### config.mk
export PLATFORM = sky130hd
export DESIGN_NAME = if_fetch_unit
export DESIGN_NICKNAME = d
export VERILOG_FILES = /design/src/rtl/if_pkg.sv /design/src/rtl/fetch_fifo.sv /design/src/rtl/if_fetch_unit.sv
export SDC_FILE = /design/constraint.sdc
export NUM_CORES = 1
export LEC_CHECK = 0
export CAP_MARGIN = 40
export CORE_MARGIN = 2
export CORE_UTILIZATION = 58
export CTS_BUF_LIST = sky130_fd_sc_hd__clkbuf_4 sky130_fd_sc_hd__clkbuf_8
export CTS_CLUSTER_SIZE = 14
export DETAILED_ROUTE_END_ITERATION = 6
export PLACE_DENSITY = 0.82
export SLEW_MARGIN = 20
export SYNTH_ARGS = -nofsm -noshare
export SYNTH_HDL_FRONTEND = slang
export SYNTH_SLANG_ARGS = --single-unit
### constraint.sdc
create_clock -name clk -period 3.87 [get_ports clk]
set_input_delay 0.387 -clock clk [delete_from_list [all_inputs] [get_ports clk]]
set_output_delay 0.387 -clock clk [all_outputs]
set_load 0.01 [all_outputs]
### src/rtl/if_pkg.sv
// Shared types and defaults for the instruction-fetch stage.
package if_pkg;

  localparam int unsigned XLEN_DEF     = 32;
  localparam int unsigned ILEN_DEF     = 32;
  localparam logic [31:0] RESET_PC_DEF = 32'h0;
  localparam int unsigned PC_INC       = 4;

  typedef enum logic {
    START,
    RUN
  } fetch_state_e;

  typedef struct packed {
    logic [XLEN_DEF-1:0] pc;
    logic [ILEN_DEF-1:0] inst;
  } fetch_entry_t;

endpackage

### src/rtl/fetch_fifo.sv
// Generic synchronous FIFO with flush; head entry is visible combinationally on data_o.
module fetch_fifo #(
  parameter int WIDTH = 32,
  parameter int DEPTH = 4
) (
  input  logic                       clk,
  input  logic                       rst_n,
  input  logic                       flush_i,
  input  logic                       push_i,
  input  logic [WIDTH-1:0]           data_i,
  input  logic                       pop_i,
  output logic [WIDTH-1:0]           data_o,
  output logic                       full_o,
  output logic                       empty_o,
  output logic [$clog2(DEPTH+1)-1:0] count_o
);

  localparam int PTR_W = (DEPTH > 1) ? $clog2(DEPTH) : 1;
  localparam int CNT_W = $clog2(DEPTH + 1);

  logic [WIDTH-1:0] mem_q [DEPTH];
  logic [PTR_W-1:0] rd_q, wr_q;
  logic [CNT_W-1:0] cnt_q;
  logic             do_push, do_pop;

  function automatic logic [PTR_W-1:0] ptr_inc(input logic [PTR_W-1:0] p);
    return (p == PTR_W'(DEPTH - 1)) ? '0 : p + PTR_W'(1);
  endfunction

  assign full_o  = (cnt_q == CNT_W'(DEPTH));
  assign empty_o = (cnt_q == '0);
  assign count_o = cnt_q;
  assign data_o  = mem_q[rd_q];

  // A pop frees the slot in the same cycle, so push into a full FIFO is fine alongside it.
  assign do_pop  = pop_i && !empty_o;
  assign do_push = push_i && (!full_o || do_pop);

  always_ff @(posedge clk) begin
    if (do_push && !flush_i) begin
      mem_q[wr_q] <= data_i;
    end
  end

  always_ff @(posedge clk or negedge rst_n) begin
    if (!rst_n) begin
      rd_q  <= '0;
      wr_q  <= '0;
      cnt_q <= '0;
    end else if (flush_i) begin
      rd_q  <= '0;
      wr_q  <= '0;
      cnt_q <= '0;
    end else begin
      if (do_push) wr_q <= ptr_inc(wr_q);
      if (do_pop)  rd_q <= ptr_inc(rd_q);
      case ({do_push, do_pop})
        2'b10:   cnt_q <= cnt_q + CNT_W'(1);
        2'b01:   cnt_q <= cnt_q - CNT_W'(1);
        default: cnt_q <= cnt_q;
      endcase
    end
  end

endmodule

### src/rtl/if_fetch_unit.sv
// Instruction-fetch stage: pipelined Icache requests, in-order responses buffered for ID,
// with jump redirects that drop responses still in flight.
module if_fetch_unit
  import if_pkg::*;
#(
  parameter int              XLEN        = 32,
  parameter int              ILEN        = 32,
  parameter logic [XLEN-1:0] RESET_PC    = XLEN'(RESET_PC_DEF),
  parameter int              FETCH_DEPTH = 4,
  parameter int              MAX_OUTST   = 2
) (
  input  logic            clk,
  input  logic            rst_n,
  input  logic            fc_stall_i,
  input  logic            fc_jump_flag_i,
  input  logic [XLEN-1:0] fc_jump_pc_i,
  output logic            icache_req_o,
  output logic [XLEN-1:0] icache_addr_o,
  input  logic            icache_gnt_i,
  input  logic            icache_rvalid_i,
  input  logic [ILEN-1:0] icache_rdata_i,
  output logic            id_valid_o,
  output logic [XLEN-1:0] id_pc_o,
  output logic [ILEN-1:0] id_inst_o
);

  localparam int OCW = $clog2(MAX_OUTST + 1);
  localparam int BCW = $clog2(FETCH_DEPTH + 1);

  typedef struct packed {
    logic [XLEN-1:0] pc;
    logic [ILEN-1:0] inst;
  } entry_t;

  fetch_state_e    state_q;
  logic [XLEN-1:0] pc_q, pc_d;
  logic [OCW-1:0]  drop_q, drop_d;

  logic [OCW-1:0]  outst;
  logic [BCW-1:0]  occ;
  logic            pend_full, pend_empty, buf_full, buf_empty;
  logic [XLEN-1:0] pend_pc;
  entry_t          buf_wdata, buf_rdata;

  logic run, jump_eff, credit_ok, grant, rsp, buf_push, buf_pop;

  assign run      = (state_q == RUN);
  assign jump_eff = run && fc_jump_flag_i;

  // Counting in-flight requests against free buffer slots guarantees every response lands.
  assign credit_ok = !pend_full && ((32'(outst) + 32'(occ)) < 32'(FETCH_DEPTH));

  assign icache_req_o  = run && !fc_jump_flag_i && credit_ok;
  assign icache_addr_o = pc_q;
  assign grant         = icache_req_o && icache_gnt_i;
  assign rsp           = icache_rvalid_i && !pend_empty;

  assign buf_push  = rsp && !jump_eff && (drop_q == '0);
  assign buf_pop   = !buf_empty && !fc_stall_i && !fc_jump_flag_i;
  assign buf_wdata = '{pc: pend_pc, inst: icache_rdata_i};

  assign id_valid_o = !buf_empty;
  assign id_pc_o    = buf_empty ? '0 : buf_rdata.pc;
  assign id_inst_o  = buf_empty ? '0 : buf_rdata.inst;

  always_comb begin
    pc_d   = pc_q;
    drop_d = drop_q;
    if (jump_eff) begin
      pc_d   = fc_jump_pc_i;
      // Everything still in flight is stale, minus the response consumed right now.
      drop_d = outst - OCW'(rsp);
    end else begin
      if (grant) pc_d = pc_q + XLEN'(PC_INC);
      if (rsp && (drop_q != '0)) drop_d = drop_q - OCW'(1);
    end
  end

  always_ff @(posedge clk or negedge rst_n) begin
    if (!rst_n) begin
      state_q <= START;
      pc_q    <= RESET_PC;
      drop_q  <= '0;
    end else begin
      case (state_q)
        START:   state_q <= RUN;
        default: state_q <= RUN;
      endcase
      pc_q   <= pc_d;
      drop_q <= drop_d;
    end
  end

  fetch_fifo #(
    .WIDTH(XLEN),
    .DEPTH(MAX_OUTST)
  ) u_pend_fifo (
    .clk    (clk),
    .rst_n  (rst_n),
    .flush_i(1'b0),
    .push_i (grant),
    .data_i (pc_q),
    .pop_i  (rsp),
    .data_o (pend_pc),
    .full_o (pend_full),
    .empty_o(pend_empty),
    .count_o(outst)
  );

  fetch_fifo #(
    .WIDTH($bits(entry_t)),
    .DEPTH(FETCH_DEPTH)
  ) u_fetch_buf (
    .clk    (clk),
    .rst_n  (rst_n),
    .flush_i(jump_eff),
    .push_i (buf_push),
    .data_i (buf_wdata),
    .pop_i  (buf_pop),
    .data_o (buf_rdata),
    .full_o (buf_full),
    .empty_o(buf_empty),
    .count_o(occ)
  );

  a_rvalid_with_outstanding: assert property (
    @(posedge clk) disable iff (!rst_n) !(icache_rvalid_i && pend_empty));

  a_no_buffer_overflow: assert property (
    @(posedge clk) disable iff (!rst_n) !(buf_push && buf_full && !buf_pop));

endmodule

# Word level (Yosys, flattened, before mapping)

Memory sizes are Yosys's and may differ from the RTL's.
Index checks and enable logic that the tools add are counted.

Reductions and logical operators: 35
$lt $le $gt $ge: 1
Muxes and demuxes: 21
Equality and inequality tests: 8
Add/subtract/negate cells: 12

Operators with widths:

| cell                                                       | count |
|---|---|
| 2-to-1 mux 32 bit                                          | 4 |
| adder 32 x 3 -> 32 bit, second input constant              | 1 |
| logical AND 1 bit                                          | 16 |
| 2-to-1 mux 2 bit                                           | 8 |
| nonzero test 2 bit                                         | 6 |
| == test 2 bit, second input constant                       | 5 |
| zero test 1 bit                                            | 7 |
| adder 2 x 1 -> 2 bit, second input constant                | 3 |
| 2-to-1 mux 1 bit                                           | 6 |
| one-hot mux 3 bit (2 select lines)                         | 1 |
| adder 2 x 3 -> 4 bit                                       | 1 |
| == test 2 x 1 -> 1 bit, second input constant              | 2 |
| zero test 2 bit                                            | 2 |
| less-than comparator 4 x 3 -> 1 bit, second input constant | 1 |
| one-hot mux 2 bit (2 select lines)                         | 1 |
| subtractor 2 x 1 -> 2 bit, second input constant           | 2 |
| adder 3 x 1 -> 3 bit, second input constant                | 1 |
| == test 3 bit, second input constant                       | 1 |
| zero test 3 bit                                            | 1 |
| 2-to-1 mux 3 bit                                           | 1 |
| nonzero test 3 bit                                         | 1 |
| subtractor 3 x 1 -> 3 bit, second input constant           | 1 |
| adder 1 bit, second input constant                         | 2 |
| logical OR 1 bit                                           | 2 |
| subtractor 2 x 1 -> 2 bit                                  | 1 |

Memories: 2
RAM bits: 320
Word-level logic and storage cells: 88
Bits of input ports: 70
Register bits after elaboration: 46

Memories:

| name              | words | width | rd ports | clocked after Yosys merged registers in | wr ports | RTL line         | RTL |
|---|---|---|---|---|---|---|---|
| u_fetch_buf.mem_q | 4     | 64    | 1        | 0                                       | 1        | fetch_fifo.sv:21 | `logic [WIDTH-1:0] mem_q [DEPTH];` |
| u_pend_fifo.mem_q | 2     | 32    | 1        | 0                                       | 1        | fetch_fifo.sv:21 |  |

# Depth between registers and ports, before layout

Gate-level depths: netlist (run 1).

Word-level depth: 10
Mapped depth: 10
Gate-level depth less buffers: 8

# Cells and area by module

From an unflattened synthesis (run 1), not the netlist that was laid out.

Cells, all modules: 830
Area, all modules: 14896.8 sq um

Modules (own cells, without submodules):

| module                    | seq. area each (sq um) | cells an instance | times used | area each (sq um) |
|---|---|---|---|---|
| fetch_fifo at u_fetch_buf | 7862.5                 | 398               | 1          | 9808.2 |
| fetch_fifo at u_pend_fifo | 2021.9                 | 127               | 1          | 2578.7 |
| if_fetch_unit             | 875.8                  | 305               | 1          | 2509.9 |

# Worst setup path before layout (run 1)

OpenSTA, ideal clock, no wires.

Path kind: reg-to-reg
Start point: reg drop_q[0]
End point: mem u_fetch_buf.mem_q[1][0] (netlist bit) (enable)
Setup slack: 0.514 ns
Setup time: 0.429 ns
Stages on the path, launching flop included: 6
Path buffers: 0
Arrival time: 2.927 ns
Cell sequence: dfrtp_1 -> inv_1 -> ha_1 -> o211ai_1 -> a211oi_1 -> and2_1

Word-level cells in the longest chain between the ends: 6

RTL lines:

| element                                | RTL line            | RTL |
|---|---|---|
| from (decl)                            | if_fetch_unit.sv:37 | `logic [OCW-1:0] drop_q, drop_d;` |
| from (signal assigned)                 | if_fetch_unit.sv:90 | `drop_q <= drop_d;` |
| zero test 2 bit                        | if_fetch_unit.sv:58 | `assign buf_push = rsp && !jump_eff && (drop_q == '0);` |
| logical AND 1 bit                      | if_fetch_unit.sv:58 |  |
| logical AND 1 bit                      | fetch_fifo.sv:37    | `assign do_push = push_i && (!full_o \|\| do_pop);` |
| logical AND 1 bit                      | fetch_fifo.sv:40    | `if (do_push && !flush_i) begin` |
| 2-to-1 mux 1 bit                       | fetch_fifo.sv:40    |  |
| 2-to-1 mux 1 bit (implied by the code) | fetch_fifo.sv:41    | `mem_q[wr_q] <= data_i;` |
| to (decl)                              | fetch_fifo.sv:21    |  |

Every way passes these cells.

# Worst setup path in the final report (run 1)

Start point: reg u_fetch_buf.rd_q[0]
End point: out id_pc_o[3]

Word-level cells in the longest chain between the ends: 2

RTL lines:

| element                | RTL line            | RTL |
|---|---|---|
| from (decl)            | fetch_fifo.sv:22    | `logic [PTR_W-1:0] rd_q, wr_q;` |
| from (signal assigned) | fetch_fifo.sv:56    | `if (do_pop) rd_q <= ptr_inc(rd_q);` |
| memory (4 x 64 bit)    | --                  |  |
| 2-to-1 mux 32 bit      | if_fetch_unit.sv:63 | `assign id_pc_o = buf_empty ? '0 : buf_rdata.pc;` |
| to (decl)              | if_fetch_unit.sv:23 | `output logic [XLEN-1:0] id_pc_o,` |

Every way passes these cells.

==> run metrics, run 1 <==
mapped cell area 14,900 um^2; launch point of the worst reg-to-reg path drop_q[0]; die width 164 um; CP max FO 24; CP startpoint kind flip-flop; Area growth, synth to finish 23.2%; CTS sink count 366; Clock Pin Slew Worst Setup and Hold Paths 70 ps; drt initial violations 740; Clk Latency, worst-skew pair 580 ps; Synth area leader edfxtp_1; fillcell total 1,506; buffer and inverter count on the worst path 2; Final Net Count 1,140; register area 10,800 um^2; IO buf count 167; minimum clock period 3310 ps; Final Total Pwr 12.1 mW; P_leak 6.10 nW; final WL 30,800 um; Syn. warnings 0; status finished clean; # rows 58; full die area 26,900 um^2; worst reg2reg path depth 7; Avg WL per Cell 21.4 um; Placed Cells incl. Taps 1,329; I/O pins 168; Synth Net Count 928; fin cells 1,438; Layout Skew 15.2 ps; Top Family by Delay on Critical Path buffers and inverters; Final HPWL DP 19,400 um; ranking of synthesized cells by area edfxtp_1, mux4_2, dfrtp_1; post_cts resized 0; Main synth FF type edfxtp_1; fin area 18,300 um^2; sequential share of the synthesized area 72.4%; Crit Path Category flip-flop to primary output; Worst setup EP type primary output; Post-CTS Setup Inserts 0; setup violators final 0; Antenna diodes 0; Slowest-stage cell, CP dfrtp_4; Final Hold Vio Count 0; RSZ-0062 raised after global routing false; EDFF count, synth 320; Syn Area/Cell 17.5 um^2; CP Cell Sequence buf_4 -> mux4_2 -> and2_1 -> clkdlybuf4s50_1; Critical Path Stages 4; Relative slew margins 48.0%; first-pass GRT wire length 47,800 um; Pins Over Slew Limit 0; CP required 3480 ps; GPL Wtd Cong 0.868; Mapped Cells 847; most frequent cells in the layout edfxtp_1, clkdlybuf4s50_1, and2_1; Die Y 164 um; depth of the CTS H-tree 2; CP max stage delay 730 ps; Unique masters post-synth 60; Hold Slack 310 ps; Final Cycle Share 85.5%; Synth Register Bits 366; CTS Hold Bufs 1; # DRC 0; DRT Pass-1 Iters 5; multi-input logic area 3880 um^2; Hold/Removal Path Class primary input to asynchronous set/reset pin; final antenna-violating net count 0; initial antenna violation count 0; ratio of cells with drive above 1 in the final layout 22.0%; crit path DAT 2920 ps; peak supply drop 422 uV; Initial Util 59.0%; max_cap viols 0; total core area 25,200 um^2; vias in the first global route 8,625; Inserted Clock Buffers 57; Crit. Startpoint u_fetch_buf.rd_q[0]; grt total ovfl 0; Max Freq 302 MHz; post-synth top area share 64.6%; Pwr per Cell Area 659 nW/um^2; Max Root-Sink Buffers 3; Setup TNS 0 ps; worst slew pin tran 777 ps; vias 8,487; Root Driver clkbuf_8; DR vias/cell 5.90; most common cell after layout, fill and taps aside edfxtp_1; GRT Total Usage 23.5%; Area after DPL 17,100 um^2; CTS tree yes; largest net degree at the start of global routing 47; Async SR Flop Fraction 12.6%
-- where the power goes --
part / switching [mW] / internal [mW] / total [mW]
Combinational: 1.60 / 1.96 / 3.56
Clock: 1.43 / 1.95 / 3.38
Sequential: 0.352 / 4.78 / 5.13
-- layout make-up --
cell class,count,share of cell area [%]
flip-flops and latches,366,58.8
multi-input cells,421,21.2
repair buffers,198,10.7
clock buffers,84,5.53
well taps,330,2.26
clock inverters,24,1.16
inverters,15,0.308
-- cells by family after synthesis --
kind of cell               Yosys count  synth area share, %
AOI/OAI and AO/OA                   82                 3.86
xor gates and xnor gates             7                0.412
adders and majority gates           11                0.976
buffers and inverters               60                 1.65
DFF                                366                 72.4
muxes                               99                 12.3
other                                1               0.0252
and+or+nand+nor                    221                 8.36
-- worst register-to-register path, cell delays in order (launching register included) --
cell and delay, ps:
dfrtp_1 390, inv_1 60, ha_1 220, o211ai_1 250, a211oi_1 280, buf_4 210, and2_4 480, buf_4 340
-- sequential cells by signal (all words and copies together) (netlist names) --
register             flops
drop_q                   2
icache_addr_o           32
run                      1
u_fetch_buf.count_o      3
u_fetch_buf.mem_q      256
u_fetch_buf.rd_q         2
u_fetch_buf.wr_q         2
u_pend_fifo.count_o      2
u_pend_fifo.mem_q       64
u_pend_fifo.rd_q         1
u_pend_fifo.wr_q         1
-- per-stage QoR --
stage	setup slack, ps	utilization [%]
floorplan	514	-
global placement	1050	67.8
detailed placement	1010	67.8
CTS	464	72.7
global route	353	72.7
finish	562	72.7
-- synth_stat cells, types with 10 or more instances --
master and number:
nor2_1 35, clkbuf_1 28, a31oi_1 18, ha_1 10
buf_2 10, and2_1 73, mux2_2 32, or4_1 11
o31ai_1 11, edfxtp_1 320, inv_1 14, nand4_1 12
nand2_1 31, mux4_2 64, o21ai_0 13, dfrtp_1 46
nand3_1 19
-- path summary, 6_finish.rpt --
check | to | slack [ps]
setup / recovery | id_pc_o[3] | 560
hold / removal | icache_addr_o[4] | 310
setup reg to reg | u_fetch_buf.mem_q[3][63] | 1310
hold reg to reg | u_pend_fifo.mem_q[1][0] | 510
max in group asynchronous | icache_addr_o[16] | 2780
min in group clk | icache_addr_o[2] | 380
-- metal layers --
layer  global-route usage, %  share of wire [%]  wire length, um  up-vias
met3                    4.67                8.1             2490       52
met1                    33.5                 42            12900     4216
li1                        -                  -                -     3812
met4                    7.38                2.0              621        0
met5                       0                  0                0        -
met2                    37.3                 48            14800      407
(Power assumes the default switching activity.)
==> run 2, diff against run 1 <==
- CORE_UTILIZATION: 58 -> 60
- GPL_ROUTABILITY_DRIVEN: default -> 0
- PLACE_DENSITY: 0.82 -> 0.84
- clock period: 3.87 -> 4 ns (I/O delays scaled with it)
==> run 2 against run 1 <==
Critical path depth did not move; total power decreased by 3.7%; clock skew increased by 18 ps; largest cell class unchanged; largest power group unchanged; sequential power is 3% lower; critical endpoint is now id_inst_o[19].
==> run metrics, run 2 (same netlist as run 1, synthesis figures left out) <==
status finished clean; initial antenna violation count 0 (unchanged); Setup TNS 0 ps (unchanged); P_leak 6.06 nW (-0.64%); Final Total Pwr 11.6 mW (-3.7%); CP max FO 37 (+54%); Area after DPL 17,000 um^2 (-0.43%); Layout Skew 33.0 ps (+17.8 ps); most common cell after layout, fill and taps aside edfxtp_1; CTS Hold Bufs 1 (unchanged); Avg WL per Cell 21.2 um (-1.3%); worst reg2reg path depth 6 (-1); drt initial violations 874 (+18%); Clk Latency, worst-skew pair 590 ps (about the same); Final Net Count 1,132 (-0.70%); DRT Pass-1 Iters 5 (unchanged); Final HPWL DP 18,600 um (-4.1%); full die area 26,000 um^2 (-3.3%); met3 Resource Use GR 4.21% (-0.46 points); ratio of cells with drive above 1 in the final layout 21.4% (-0.62 points); CP required 3600 ps (+120 ps); Int Pwr 8.37 mW (-3.6%); peak supply drop 358 uV (-15%); number of flip-flops under the largest register name 256 (unchanged); I/O pins 168 (unchanged); Final Hold Vio Count 0 (unchanged); Hold/Removal Path Class primary input to asynchronous set/reset pin; die width 161 um (-1.6%); CTS tree yes; fin cells 1,422 (-1.1%); M1 GR Usage 32.7% (-0.78 points); final setup margin 473 ps (-89.5 ps); Top reg by flops u_fetch_buf.mem_q; GRT Total Usage 23.3% (-0.23 points); Layout Utilization 75.0% (+2.3 points); worst slew pin tran 790 ps (+13.5 ps); Inserted Clock Buffers 56 (-1.8%); Placed Cells incl. Taps 1,315 (-1.1%); # rows 57 (-1.7%); Flop pwr share 42.9% (+0.4 points); met2 Usage GRT 38.0% (+0.64 points); CP startpoint kind flip-flop; Relative slew margins 47.1% (-0.90 points); DR vias/cell 5.94 (+0.66%); fin area 18,300 um^2 (-0.32%); sw frac 28.0% (-0.071 points); setup violators final 0 (unchanged); RSZ-0062 raised after global routing false; Max Root-Sink Buffers 3 (unchanged); Post-CTS Setup Inserts 0 (unchanged); Hold Slack 148 ps (-163 ps); grt total ovfl 0 (unchanged); Crit Path Category flip-flop to primary output; Worst setup EP type primary output; first-pass GRT wire length 46,600 um (-2.5%); minimum clock period 3530 ps; CTS sink count 366 (unchanged); most frequent cells in the layout edfxtp_1, clkdlybuf4s50_1, and2_1; Most Crowded Layer GR met2; R2R Setup Slk 1160 ps (-150 ps); post_cts resized 0 (unchanged); Place WS 900 ps (-107 ps); final antenna-violating net count 0 (unchanged); total core area 24,300 um^2 (-3.4%); IO buf count 167 (unchanged); Antenna diodes 0 (unchanged); Comb pwr share 29.2% (-0.3 points); final WL 30,100 um (-2.4%); Area growth, synth to finish 22.8%; vias 8,448 (-0.46%); Crit Reg-Reg Endpoint u_pend_fifo.mem_q[0][27]; Root Driver clkbuf_8; vias in the first global route 8,575 (-0.58%); largest net degree at the start of global routing 62 (+32%); # DRC 0 (unchanged); Clock Pin Slew Worst Setup and Hold Paths 60 ps (about the same); Pwr per Cell Area 637 nW/um^2 (-3.4%); depth of the CTS H-tree 2 (unchanged); Max Freq 284 MHz; total net switching power 3.25 mW (-3.9%); Pins Over Slew Limit 0 (unchanged); Final Cycle Share 88.2%; max_cap viols 0 (unchanged); Initial Util 61.1% (+2.1 points); launch point of the worst reg-to-reg path u_pend_fifo.count_o[1]; crit path DAT 3130 ps (+210 ps); Clock power frac 27.9% (about the same); Die Y 161 um (-1.6%)
==> run 2: worst max-delay path by stage <==
stage,startpoint,to,slack (ps),depth (start not counted)
floorplan,drop_q[0],u_fetch_buf.mem_q[1][0],640,5
global placement,fc_jump_flag_i,u_pend_fifo.mem_q[0][30],970,6
detailed placement,fc_jump_flag_i,u_pend_fifo.mem_q[0][30],900,6
CTS,u_fetch_buf.rd_q[0],id_inst_o[19],400,4
global route,u_fetch_buf.rd_q[0],id_inst_o[19],280,4
finish,u_fetch_buf.rd_q[0],id_inst_o[19],470,4
==> run 2: routing by layer <==
metal | up-vias | routed length, um
met3 | 54 | 2140
li1 | 3790 | -
met2 | 374 | 15000
met5 | - | 0
met1 | 4230 | 12300
met4 | 0 | 620
==> run 2: worst max-delay path, stage by stage (launching register included) <==
cell             delay [ps]
dfrtp_4                 890
buf_4                   400
mux4_2                  540
and2_1                  170
clkdlybuf4s50_1         480
==> run 2: layout make-up <==
| class | instances | area (um^2) |
|---|---|---|
| Sequential cell | 366 | 10800 |
| Fill cell | 1392 | 6070 |
| Multi-Input combinational cell | 421 | 3880 |
| Timing Repair Buffer | 191 | 1920 |
| Clock buffer | 86 | 1050 |
| Tap cell | 324 | 405 |
| Clock inverter | 19 | 168 |
| Inverter | 15 | 56.3 |
==> run 2: power groups by stage <==
stage | Sequential, mW | Clock (mW) | Combinational [mW]
after floorplan | 4.85 | 0 | 2.07
after global placement | 5.05 | 0 | 3.34
after detailed placement | 5.07 | 0 | 3.42
after CTS | 4.99 | 3.31 | 3.44
after global routing | 5.04 | 3.48 | 3.65
final | 4.98 | 3.25 | 3.39
==> run 3, diff against run 2 <==
- CORE_UTILIZATION: 60 -> 58
- HOLD_SLACK_MARGIN: default -> 0.06
- PLACE_DENSITY: 0.84 -> 0.82
==> run 3 against run 2 <==
Register-to-register slack better by 50 ps; via count is 0.50% higher; routed wire length is 1.8% higher; clock power is 7.4% lower; combinational power is 2% higher; global-route usage is 0.056 points higher; critical path depth is 1 higher; final area is 0.49% lower; flip-flop and latch count stayed put; largest cell class unchanged.
==> run metrics, run 3 (same netlist as run 1, synthesis figures left out) <==
Crit Path Category flip-flop to primary output; Hold/Removal Path Class primary input to flip-flop; I/O pins 168 (unchanged); Hold Slack 373 ps (+226 ps); CTS tree yes; worst slew pin tran 775 ps (-15.2 ps); setup violators final 0 (unchanged); Avg WL per Cell 21.4 um (+1.2%); Clk Latency, worst-skew pair 590 ps (about the same); full die area 26,900 um^2 (+3.4%); Inserted Clock Buffers 57 (+1.8%); CP max FO 26 (-30%); CP startpoint kind flip-flop; final antenna-violating net count 0 (unchanged); Post-CTS Setup Inserts 0 (unchanged); multi-input logic area 3880 um^2 (unchanged); Pins Over Slew Limit 0 (unchanged); Initial Util 59.0% (-2.1 points); Top reg by flops u_fetch_buf.mem_q; vias in the first global route 8,714 (+1.6%); DRT Pass-1 Iters 5 (unchanged); Max Freq 296 MHz (+4.5%); GRT Total Usage 23.4% (+0.056 points); vias 8,490 (+0.50%); grt total ovfl 0 (unchanged); Setup TNS 0 ps (unchanged); first-pass GRT wire length 47,700 um (+2.2%); Relative slew margins 48.1% (+1.0 points); ratio of cells with drive above 1 in the final layout 20.8% (-0.58 points); Clock Pin Slew Worst Setup and Hold Paths 70 ps (about the same); # DRC 0 (unchanged); Layout Skew 14.0 ps (-19.0 ps); Flop pwr share 43.3% (+0.4 points); Pwr per Cell Area 628 nW/um^2 (-1.4%); peak supply drop 319 uV (-11%); Worst setup EP type primary output; Int Pwr 8.13 mW (-2.9%); register area 10,800 um^2 (unchanged); # rows 58 (+1.8%); total net switching power 3.27 mW (+0.61%); Die Y 164 um (+1.7%); Root Driver clkbuf_8; Max Root-Sink Buffers 3 (unchanged); drt initial violations 920 (+5.3%); Area growth, synth to finish 22.2%; crit path DAT 2980 ps (-150 ps); status finished clean; total core area 25,200 um^2 (+3.5%); max_cap viols 0 (unchanged); DR vias/cell 5.94 (about the same); most frequent cells in the layout edfxtp_1, clkdlybuf4s50_1, and2_1; Final Cycle Share 84.4% (-3.8 points); Final Hold Vio Count 0 (unchanged); Clock power frac 26.4% (-1.5 points); initial antenna violation count 0 (unchanged); post_cts resized 0 (unchanged); RSZ-0062 raised after global routing false; Final Total Pwr 11.4 mW (-1.9%); CP required 3600 ps (about the same); Antenna diodes 0 (unchanged); Final Net Count 1,132 (unchanged); minimum clock period 3380 ps (-150 ps); number of flip-flops under the largest register name 256 (unchanged); fillcell total 1,540 (+11%); final WL 30,600 um (+1.8%); depth of the CTS H-tree 2 (unchanged); most common cell after layout, fill and taps aside edfxtp_1; Comb pwr share 30.3% (+1.1 points); die width 164 um (+1.7%); largest net degree at the start of global routing 47 (-24%); CTS sink count 366 (unchanged); sw frac 28.7% (+0.72 points); IO buf count 167 (unchanged); P_leak 6.01 nW (-0.81%); Final HPWL DP 19,200 um (+3.1%)
-- run 3: cell type report --
class | instances | share of cell area (%)
timing repair buffer | 190 | 10.5
clock buffer | 79 | 5.47
sequential | 366 | 59.3
multi-input combinational | 421 | 21.4
tap | 330 | 2.27
clock inverter | 29 | 0.765
inverter | 15 | 0.310
-- run 3: power groups by stage --
stage	sequential, mW	combinational, mW	clock [mW]
floorplan	4.85	2.07	0
global placement	5.06	3.32	0
detailed placement	5.08	3.40	0
CTS	5.01	3.42	3.06
global route	4.98	3.74	3.23
finish	4.94	3.45	3.01
-- run 3: worst paths after layout --
path,start,to,slack (ps),cells past startpoint
min in group asynchronous,rst_n,icache_addr_o[4],450,3
worst max register to register,u_pend_fifo.count_o[1],icache_addr_o[21],1210,6
worst min-delay path,fc_jump_pc_i[2],icache_addr_o[2],370,3
max in group asynchronous,rst_n,u_fetch_buf.rd_q[0],3030,3
worst max-delay path,u_fetch_buf.rd_q[0],id_pc_o[15],620,5
worst min register to register,icache_addr_o[0],u_pend_fifo.mem_q[1][0],510,0
-- run 3: layer usage --
| layer | global-route usage [%] | wire length [um] | up-vias |
|---|---|---|---|
| met5 | 0 | 0 | - |
| met4 | 7.78 | 705 | 0 |
| met3 | 4.97 | 2390 | 63 |
| met2 | 38.2 | 15000 | 390 |
| met1 | 31.7 | 12500 | 4235 |
| li1 | - | - | 3802 |
-- run 3: through the flow --
stage	util (%)	setup slack [ps]	area (um^2)	cells
6_report	72.1	623	18200	1430
3_5_place_dp	67.5	909	17000	1320
3_3_place_gp	67.5	1000	17000	1319
4_1_cts	72.0	359	18100	1429
2_1_floorplan	-	644	14900	847
5_1_grt	72.1	432	18200	1430
-- run 3: worst max-delay path, cell delays in order, from the launching register on --
cell and delay (ps):
dfrtp_4 610, buf_12 280, buf_4 310, mux4_2 530, and2_1 170, clkdlybuf4s50_1 470
-- run 3: what timing repair did --
action,CTS,global route
endpoints found under the setup margin,0,0
hold buffers,1,0
hold endpoints to repair,46,0
